**src/rtl/spi_pkg.sv**
```systemverilog
// Shared types and constants for the SPI initiator and its shift register.
// Latency: none, declarations only.
// Backpressure: not applicable.
package spi_pkg;

  localparam int FRAME_W = 10;
  localparam int DATA_W  = 8;
  localparam int CNT_W   = 4;

  typedef enum logic [1:0] {
    CMD_WR_ADDR = 2'b00,
    CMD_WR_DATA = 2'b01,
    CMD_RD_ADDR = 2'b10,
    CMD_RD_DATA = 2'b11
  } spi_cmd_e;

  typedef enum logic [2:0] {
    ST_IDLE,
    ST_SELECT,
    ST_SHIFT_OUT,
    ST_TURN,
    ST_SHIFT_IN,
    ST_GAP
  } spi_mst_state_e;

  // Slave select is held low for every state that belongs to a frame.
  function automatic logic ss_active(input spi_mst_state_e s);
    return (s == ST_SELECT) || (s == ST_SHIFT_OUT) ||
           (s == ST_TURN)   || (s == ST_SHIFT_IN);
  endfunction

endpackage

```
**src/rtl/spi_master_if.sv**
```systemverilog
// Host request/response and SPI pin bundle for spi_master.
// Latency: none, wiring only.
// Backpressure: start is only honoured while ready is high; nothing is queued.
interface spi_master_if;
  import spi_pkg::*;

  logic              start;
  logic [1:0]        cmd;
  logic [DATA_W-1:0] payload;
  logic              ready;
  logic              busy;
  logic              SS_n;
  logic              MOSI;
  logic              MISO;
  logic [DATA_W-1:0] rd_data;
  logic              rd_valid;

  modport master (
    input  start, cmd, payload, MISO,
    output ready, busy, SS_n, MOSI, rd_data, rd_valid
  );

  modport slave (
    output start, cmd, payload, MISO,
    input  ready, busy, SS_n, MOSI, rd_data, rd_valid
  );

endinterface

```
**src/rtl/spi_shift_reg.sv**
```systemverilog
// Parallel-load shift register: MSB-first serial out, serial in at the LSB.
// Latency: one clk per load or shift.
// Backpressure: none; load wins over shift when both are asserted.
module spi_shift_reg #(
  parameter int W    = 10,
  parameter int RX_W = 7
) (
  input  logic            clk,
  input  logic            rst_n,
  input  logic            load,
  input  logic [W-1:0]    load_dat,
  input  logic            shift,
  input  logic            ser_in,
  output logic            ser_out,
  output logic [RX_W-1:0] rx_dat
);

  logic [W-1:0] q;

  // Load a new frame word, otherwise shift one bit towards the MSB.
  always_ff @(posedge clk or negedge rst_n) begin
    if (!rst_n) begin
      q <= '0;
    end else if (load) begin
      q <= load_dat;
    end else if (shift) begin
      q <= {q[W-2:0], ser_in};
    end
  end

  assign ser_out = q[W-1];
  // Bits already shifted in; the caller appends the bit arriving this cycle.
  assign rx_dat  = q[RX_W-1:0];

endmodule

```
**src/rtl/spi_master.sv**
```systemverilog
// SPI initiator: 10-bit {cmd,payload} frames out on MOSI, 8-bit read-back on MISO.
// Latency: SS_n low 11 cycles per frame, 19+RD_TURN for read-data; rd_valid on the cycle SS_n rises.
// Backpressure: start accepted only while ready; requests while busy are dropped.
module spi_master
  import spi_pkg::*;
#(
  parameter int RD_TURN = 2,
  parameter int GAP     = 1
) (
  input  logic          clk,
  input  logic          rst_n,
  spi_master_if.master  bus
);

  spi_mst_state_e    state_q, state_d;
  logic [CNT_W-1:0]  cnt_q, cnt_d;
  spi_cmd_e          cmd_q;
  logic              ready;
  logic              accept;
  logic              shift_en;
  logic              ser_in;
  logic              sr_msb;
  logic [DATA_W-2:0] sr_rx;
  logic              rx_done;
  logic              ss_n_q;
  logic              mosi_q;
  logic [DATA_W-1:0] rd_data_q;
  logic              rd_valid_q;

  // Last count value of each state; the counter reloads with it on entry.
  function automatic logic [CNT_W-1:0] state_last(input spi_mst_state_e s);
    case (s)
      ST_SHIFT_OUT: return CNT_W'(FRAME_W - 1);
      ST_TURN:      return CNT_W'(RD_TURN - 1);
      ST_SHIFT_IN:  return CNT_W'(DATA_W - 1);
      ST_GAP:       return CNT_W'(GAP - 1);
      default:      return '0;
    endcase
  endfunction

  // The last gap cycle already counts as ready so back-to-back frames
  // see exactly GAP high cycles of SS_n.
  assign ready   = (state_q == ST_IDLE) || ((state_q == ST_GAP) && (cnt_q == '0));
  assign accept  = bus.start && ready;
  assign rx_done = (state_q == ST_SHIFT_IN) && (cnt_q == '0);

  // Next-state and counter reload/decrement.
  always_comb begin
    state_d = state_q;
    cnt_d   = '0;
    case (state_q)
      ST_IDLE:      if (accept) state_d = ST_SELECT;
      ST_SELECT:    if (cnt_q == '0) state_d = ST_SHIFT_OUT;
      ST_SHIFT_OUT: if (cnt_q == '0) state_d = (cmd_q == CMD_RD_DATA) ? ST_TURN : ST_GAP;
      ST_TURN:      if (cnt_q == '0) state_d = ST_SHIFT_IN;
      ST_SHIFT_IN:  if (cnt_q == '0) state_d = ST_GAP;
      ST_GAP:       if (cnt_q == '0) state_d = accept ? ST_SELECT : ST_IDLE;
      default:      state_d = ST_IDLE;
    endcase
    if (state_d != state_q) begin
      cnt_d = state_last(state_d);
    end else if (cnt_q != '0) begin
      cnt_d = cnt_q - CNT_W'(1);
    end
  end

  // State, counter and latched command.
  always_ff @(posedge clk or negedge rst_n) begin
    if (!rst_n) begin
      state_q <= ST_IDLE;
      cnt_q   <= '0;
      cmd_q   <= CMD_WR_ADDR;
    end else begin
      state_q <= state_d;
      cnt_q   <= cnt_d;
      if (accept) cmd_q <= spi_cmd_e'(bus.cmd);
    end
  end

  // One shift per MOSI bit presented and per MISO bit sampled; MISO is
  // masked outside the read window so X/Z never enters the register.
  assign shift_en = (state_d == ST_SHIFT_OUT) || (state_q == ST_SHIFT_IN);
  assign ser_in   = (state_q == ST_SHIFT_IN) ? bus.MISO : 1'b0;

  spi_shift_reg #(
    .W    (FRAME_W),
    .RX_W (DATA_W - 1)
  ) u_shift (
    .clk      (clk),
    .rst_n    (rst_n),
    .load     (accept),
    .load_dat ({bus.cmd, bus.payload}),
    .shift    (shift_en),
    .ser_in   (ser_in),
    .ser_out  (sr_msb),
    .rx_dat   (sr_rx)
  );

  // Registered pin outputs and read-back byte, driven from the state being entered.
  always_ff @(posedge clk or negedge rst_n) begin
    if (!rst_n) begin
      ss_n_q     <= 1'b1;
      mosi_q     <= 1'b0;
      rd_data_q  <= '0;
      rd_valid_q <= 1'b0;
    end else begin
      ss_n_q     <= !ss_active(state_d);
      mosi_q     <= (state_d == ST_SHIFT_OUT) ? sr_msb : 1'b0;
      rd_valid_q <= rx_done;
      if (rx_done) rd_data_q <= {sr_rx, bus.MISO};
    end
  end

  assign bus.ready    = ready;
  assign bus.busy     = !ready;
  assign bus.SS_n     = ss_n_q;
  assign bus.MOSI     = mosi_q;
  assign bus.rd_data  = rd_data_q;
  assign bus.rd_valid = rd_valid_q;

endmodule

```
**src/flat_wrapper.sv**
```systemverilog
// flat-port wrapper written by rule: the top's interface ports become plain ports
module spi_master_flat import spi_pkg::*;
#(
  parameter int RD_TURN = 2,
  parameter int GAP     = 1
)
  (clk, rst_n, bus_start, bus_cmd, bus_payload, bus_MISO, bus_ready, bus_busy, bus_SS_n, bus_MOSI, bus_rd_data, bus_rd_valid);
  spi_master_if bus_i ();
  input  logic clk;
  input  logic rst_n;
  input wire logic [$bits(bus_i.start)-1:0] bus_start;
  input wire logic [$bits(bus_i.cmd)-1:0] bus_cmd;
  input wire logic [$bits(bus_i.payload)-1:0] bus_payload;
  input wire logic [$bits(bus_i.MISO)-1:0] bus_MISO;
  output wire logic [$bits(bus_i.ready)-1:0] bus_ready;
  output wire logic [$bits(bus_i.busy)-1:0] bus_busy;
  output wire logic [$bits(bus_i.SS_n)-1:0] bus_SS_n;
  output wire logic [$bits(bus_i.MOSI)-1:0] bus_MOSI;
  output wire logic [$bits(bus_i.rd_data)-1:0] bus_rd_data;
  output wire logic [$bits(bus_i.rd_valid)-1:0] bus_rd_valid;
  assign bus_i.start = bus_start;
  assign bus_i.cmd = bus_cmd;
  assign bus_i.payload = bus_payload;
  assign bus_i.MISO = bus_MISO;
  assign bus_ready = bus_i.ready;
  assign bus_busy = bus_i.busy;
  assign bus_SS_n = bus_i.SS_n;
  assign bus_MOSI = bus_i.MOSI;
  assign bus_rd_data = bus_i.rd_data;
  assign bus_rd_valid = bus_i.rd_valid;
  spi_master #(.RD_TURN(RD_TURN), .GAP(GAP)) u_core (.clk(clk), .rst_n(rst_n), .bus(bus_i));
endmodule
```
**config.mk**
```make
export PLATFORM = sky130hd
export DESIGN_NAME = spi_master_flat
export DESIGN_NICKNAME = d
export VERILOG_FILES = /design/src/rtl/spi_pkg.sv /design/src/rtl/spi_master_if.sv /design/src/rtl/spi_shift_reg.sv /design/src/rtl/spi_master.sv /design/src/flat_wrapper.sv
export SDC_FILE = /design/constraint.sdc
export NUM_CORES = 1
export LEC_CHECK = 0
export BUFFER_PORTS_ARGS = -buffer_cell sky130_fd_sc_hd__clkbuf_2
export CAP_MARGIN = 10
export CORE_UTILIZATION = 53
export CTS_CLUSTER_DIAMETER = 100
export DETAILED_ROUTE_END_ITERATION = 7
export PLACE_DENSITY = 0.76
export SLEW_MARGIN = 10
export SYNTH_ARGS = -nofsm -noshare
export SYNTH_HDL_FRONTEND = slang
export SYNTH_SLANG_ARGS = --single-unit
```
**constraint.sdc**
```tcl
create_clock -name clk -period 2.74 [get_ports clk]
set_clock_uncertainty 0.1 [all_clocks]
set_input_delay 0.137 -clock clk [delete_from_list [all_inputs] [get_ports clk]]
set_output_delay 0.137 -clock clk [all_outputs]
set_load 0.02 [all_outputs]
```
# Word-level counts from Yosys, hierarchy flattened
# Index checks and enable logic that the tools add are counted.
# W data, S select, Z words.
# word_totals
inputBits	14
n_memories	0
mem_bits_rw	0
regBits	30
latchBits	0
mem_bits_ro	0
word_cells	50
out_inout_bits	13
# op_classes
div	0
order_cmp	0
muxes	16
n_shift	0
eq_ne	11
n_bitwise	0
reduce_logical	14
n_addsub	1
multipliers	0
# op_table
cell	count
$mux W3	7
$mux W10	2
$pmux W3 S6	1
$eq A3 B2 Y1 const B	4
$pmux W4 S3	1
$eq A3 B3 Y1 const B	3
$mux W4	2
$eq A3 B1 Y1 const B	2
$logic_or A1 B1 Y1	5
$logic_not A4 Y1	1
$reduce_bool A4 Y1	1
$sub A4 B1 Y4 const B	1
$logic_and A1 B1 Y1	3
$logic_not A3 Y1	1
$mux W1	3
$ne A3 B3 Y1	1
$eq A2 B2 Y1 const B	1
$logic_not A1 Y1	2
$reduce_bool A2 Y1	1

# Logic depth before layout (Yosys ltp)
# depth
depth_word	12
mapped_depth	6
mapped_depth_nobuf	4

# By module
# From an unflattened synthesis, not the netlist that was laid out.
# unflattened
hier_cells	149
hier_area_um2	1582.8
# by_module_without_submodules
module	seq_area_each_um2	area_per_inst_um2	instances	cells_each
spi_master	501.7	1067.3	1	99
spi_shift_reg	250.2	515.5	1	50

# Least setup slack after synthesis
# OpenSTA, ideal clock, no wires.
# synth_path
path_kind	reg-to-reg
from	register u_core.cnt_q[1]
to	register u_core.rd_data_q[0], in the netlist u_core.bus.rd_data[0]
period_less_slack_ps	2137
required_ps	2515
path_buffers	2
arrival_time_ps	1912
path_stages_with_launch	6
setup_slack_ps	603
setup_ps	125
path_cell_list	dfrtp_1 -> or4_1 -> buf_2 -> or4_1 -> buf_6 -> mux2_4
# synth_via
elab_chain_cells	2
# synth_lines
item	line_no	source
start: declaration	spi_master.sv:16	logic [CNT_W-1:0] cnt_q, cnt_d;
start signal: assignment	spi_master.sv:75	cnt_q <= cnt_d;
$logic_not A4 Y1	spi_master.sv:45	assign rx_done = (state_q == ST_SHIFT_IN) && (cnt_q == '0);
$logic_and A1 B1 Y1	spi_master.sv:45	
end signal: assignment	spi_master.sv:110	if (rx_done) rd_data_q <= {sr_rx, bus.MISO};
end: declaration	spi_master.sv:27	logic [DATA_W-1:0] rd_data_q;
# Every way passes these cells.
# A chain may end at the register's enable or synchronous reset.

# Worst setup path after layout
# layout_path
from	register u_core.cnt_q[0]
to	register u_core.rd_data_q[7], in the netlist u_core.bus.rd_data[7]
# Same word-level chain as after synthesis.

==> flow_summary.yaml <==
drt:
  vias: 1257
  top_layer: "met4"
  drtIter0Drc: 57
  firstDrtPassIters: 5
  drtAntennaViolNets: 0
  routed_wl_microns: 3160
  drt-vias-per-instance: 6.04
  wl_met1_microns: 1480
  wl_per_cell_microns: 15.2
  drc: 0
  wl_met2_microns: 1480
  wl_met3_microns: 154
pwr:
  p_clk_share_pct: 12.0
  p_sw_mw: 0.965
  leakage_nw: 0.891
  vdd_drop_max_v: 0.000808
  power_mw: 2.23
  p_int_mw: 1.27
  p_sw_share_pct: 43.2
  p_seq_share_pct: 37.6
  pwr-share-comb_pct: 50.4
  p_per_area_nw_per_um2: 1240
clock_tree:
  cts_sinks: 30
  clk_pin_slew_ns: 0.09
  cts_resized: 0
  post_cts_buffers: 0
  worstSkewPairLatency_ns: 0.33
  cts_made_buffers: 5
  cts_max_level: 2
  cts_buffer_depth: 2
  root_buffer: "clkbuf_4"
  cts_tree: "done"
  cts_hold_buf: 6
synthesis:
  synth_area_per_cell_sq_um: 10.6
  synthFlopType: "dfrtp_1"
  synth_top_family_by_area: "compound AO/OA/AOI/OAI gates"
  ys_warn_count: 0
  synth_compound_area_share_pct: 21.6
  synthCells: 145
  synthArstFlopShare_pct: 100
  synthMuxAreaShare_pct: 14.2
  synth_area_sq_um: 1530
  synth_simple_gate_area_share_pct: 9.71
  yosysUniqueCellTypes: 39
  synth-edff-count: 0
  syn_nets: 159
  synth_xor_area_share_pct: 0
  yosysSeqAreaShare_pct: 49.0
  ys_ff_latch: 30
  synth_fa_ha_area_share_pct: 0
sta:
  max_freq_ghz: 0.419
  setup_viol: 0
  setup_slack_ns: 0.355
  fin_setup_tns_ns: 0
  timing.final.crit_share_pct: 87.1
  slew_headroom_pct: 51.1
  tightest_slew_ns: 0.733
  rsz0062_at_grt: "no"
  hold_viol: 0
  period_minus_slack_ns: 2.39
  finalMaxSlewViolations: 0
critical_path:
  crit_slowest_cell: "or4_1"
  start_kind: "register"
  r2r_setup_slack_ns: 0.35
  crit_chain: "or4_1 > or4_1 > mux2_4"
  reg2reg_to: "u_core.bus.rd_data[7]"
  r2r-start: "u_core.cnt_q[0]"
  crit_end: "u_core.bus.rd_data[7]"
  critPathCaptureType: "register"
  cpPeakStageDelay_ns: 0.70
  worstPathRequired_ns: 2.85
  cp.arrival_ns: 2.50
  cp-startpoint: "u_core.cnt_q[0]"
  path_class: "reg2reg"
  reg2reg_depth: 3
  cp_max_fo: 10
  path_common_cell: "or4_1"
placement:
  io_buffers: 26
  hpwl_microns: 2250
  place_ws_ns: 0.366
  postPlaceCellArea_sq_um: 1680
  gp_congestion: 0.860
floorplanning:
  start_util_pct: 55.6
  row_count: 19
  die_h_microns: 55.8
  dieArea_sq_um: 3110
  fp.dieW_microns: 55.8
  ioPinCount: 27
  coreArea_sq_um: 2760
finish:
  drive_above_1_share_pct: 27.1
  seqCellArea_sq_um: 752
  syn2layout_area_growth_pct: 17.0
  layout.nets: 190
  diodes: 0
  fillCellCount: 219
  stdcell_area_sq_um: 1800
  multi_input_area_sq_um: 698
global_route:
  overflow: 0
  grt_max_degree: 31
  grt_pass1_vias: 1189
  grt_pass1_wl_microns: 5570
  grtUsageTotal_pct: 23.1
  antenna_found_initial: 0
job:
  maxCapViolCount: 0
worst_hold_path:
  hold_path_class: "in2reg"
run_status:
  status: "finished, final reports clean"
## state kept, by name (all words and copies together), names as in the netlist
register             flops
u_core.cnt_q             4
u_core.bus.rd_data       8
u_core.u_shift.q        10
u_core.bus.SS_n          1
u_core.bus.MOSI          1
u_core.bus.rd_valid      1
u_core.cmd_q             2
u_core.state_q           3
## layer usage
layer | vias to the layer above | track usage (%)
li1 | 607 | -
met5 | - | 0
met4 | 0 | 7.50
met2 | 36 | 35.3
met3 | 5 | 6.98
met1 | 609 | 31.4
## metrics by stage
| stage | util, % | hold WS (ns) | cells |
|---|---|---|---|
| 5_1_grt | 65.1 | 0.0253 | 208 |
| 4_1_cts | 65.1 | 0.00155 | 208 |
| 6_report | 65.1 | 0.0125 | 208 |
| 3_3_place_gp | 60.8 | 0.119 | 194 |
| 2_1_floorplan | - | -0.259 | 145 |
| 3_5_place_dp | 60.8 | 0.134 | 194 |
## worst min path at each step
stage                         startpoint                  end  slack, ns  depth (start not counted)
after global routing      bus_payload[3]  u_core.u_shift.q[3]       0.03                          3
after global placement             rst_n      u_core.cnt_q[1]       0.12                          1
final                     bus_payload[5]  u_core.u_shift.q[5]       0.01                          3
after floorplan                    rst_n      u_core.bus.MOSI      -0.26                          0
after detailed placement           rst_n      u_core.cnt_q[1]       0.13                          1
after CTS                 bus_payload[5]  u_core.u_shift.q[5]      0.002                          3
## critical path: cells and delay by family, from the launching register on
family | cells | cell delay (ns)
AND/OR/NAND/NOR | 2 | 1.34
flip-flops | 1 | 0.45
multiplexers | 1 | 0.39
## cell type report
| class | count | share of cell area [%] |
|---|---|---|
| Clock buffer | 7 | 3.07 |
| Clock inverter | 1 | 0.279 |
| Inverter | 7 | 1.46 |
| Multi-Input combinational cell | 96 | 38.9 |
| Sequential cell | 30 | 41.9 |
| Tap cell | 31 | 2.16 |
| Timing Repair Buffer | 36 | 12.3 |
## power groups by stage
stage	sequential, mW	combinational [mW]	clock, mW
6_report	0.839	1.12	0.267
4_1_cts	0.837	1.13	0.278
3_5_place_dp	0.844	1.12	0
2_1_floorplan	0.843	0.828	0
3_3_place_gp	0.833	1.08	0
5_1_grt	0.866	1.25	0.298
## cells in the final DEF, fill, tap and decap left out, types with 2 or more instances in the layout
cell type | netlist | final
nor4_1 | 2 | 2
nor2b_1 | 2 | 2
dfrtp_1 | 29 | 29
o21ai_0 | 6 | 6
clkbuf_2 | 0 | 26
dlygate4sd3_1 | 0 | 6
nand2_1 | 5 | 5
a31oi_1 | 10 | 10
inv_1 | 7 | 7
o31ai_1 | 2 | 2
o221ai_1 | 3 | 3
mux2i_1 | 9 | 9
a2bb2oi_1 | 2 | 2
nor4b_1 | 2 | 2
or4_1 | 2 | 2
o22ai_1 | 2 | 2
a21boi_0 | 2 | 2
nor2_1 | 6 | 6
mux2_2 | 2 | 2
a21oi_1 | 14 | 14
buf_4 | 0 | 4
clkbuf_4 | 0 | 5
mux2_4 | 7 | 7
nand3_1 | 3 | 3
## logic make-up after synthesis
group                  Yosys count
AOI/OAI and AO/OA               51
buffers and inverters           19
and+or+nand+nor                 27
DFF                             30
muxes                           18
## cell usage after synthesis, types with 2 or more instances
cell	number	area share, %
a2bb2oi_1	2	1.1
a21oi_1	14	4.6
a21boi_0	2	0.98
o31ai_1	2	0.98
inv_1	7	1.7
nand2_1	5	1.2
dfrtp_1	29	47
nor4_1	2	0.82
nor4b_1	2	1.1
nor2b_1	2	0.82
mux2_4	7	6.9
nor2_1	6	1.5
buf_2	4	1.3
a31oi_1	10	4.1
nand3_1	3	0.98
o21ai_0	6	2.0
mux2_2	2	1.5
o221ai_1	3	1.7
o22ai_1	2	0.82
or4_1	2	0.98
clkbuf_1	7	1.7
mux2i_1	9	5.9
Note: power is estimated with default switching activity, not from simulation.
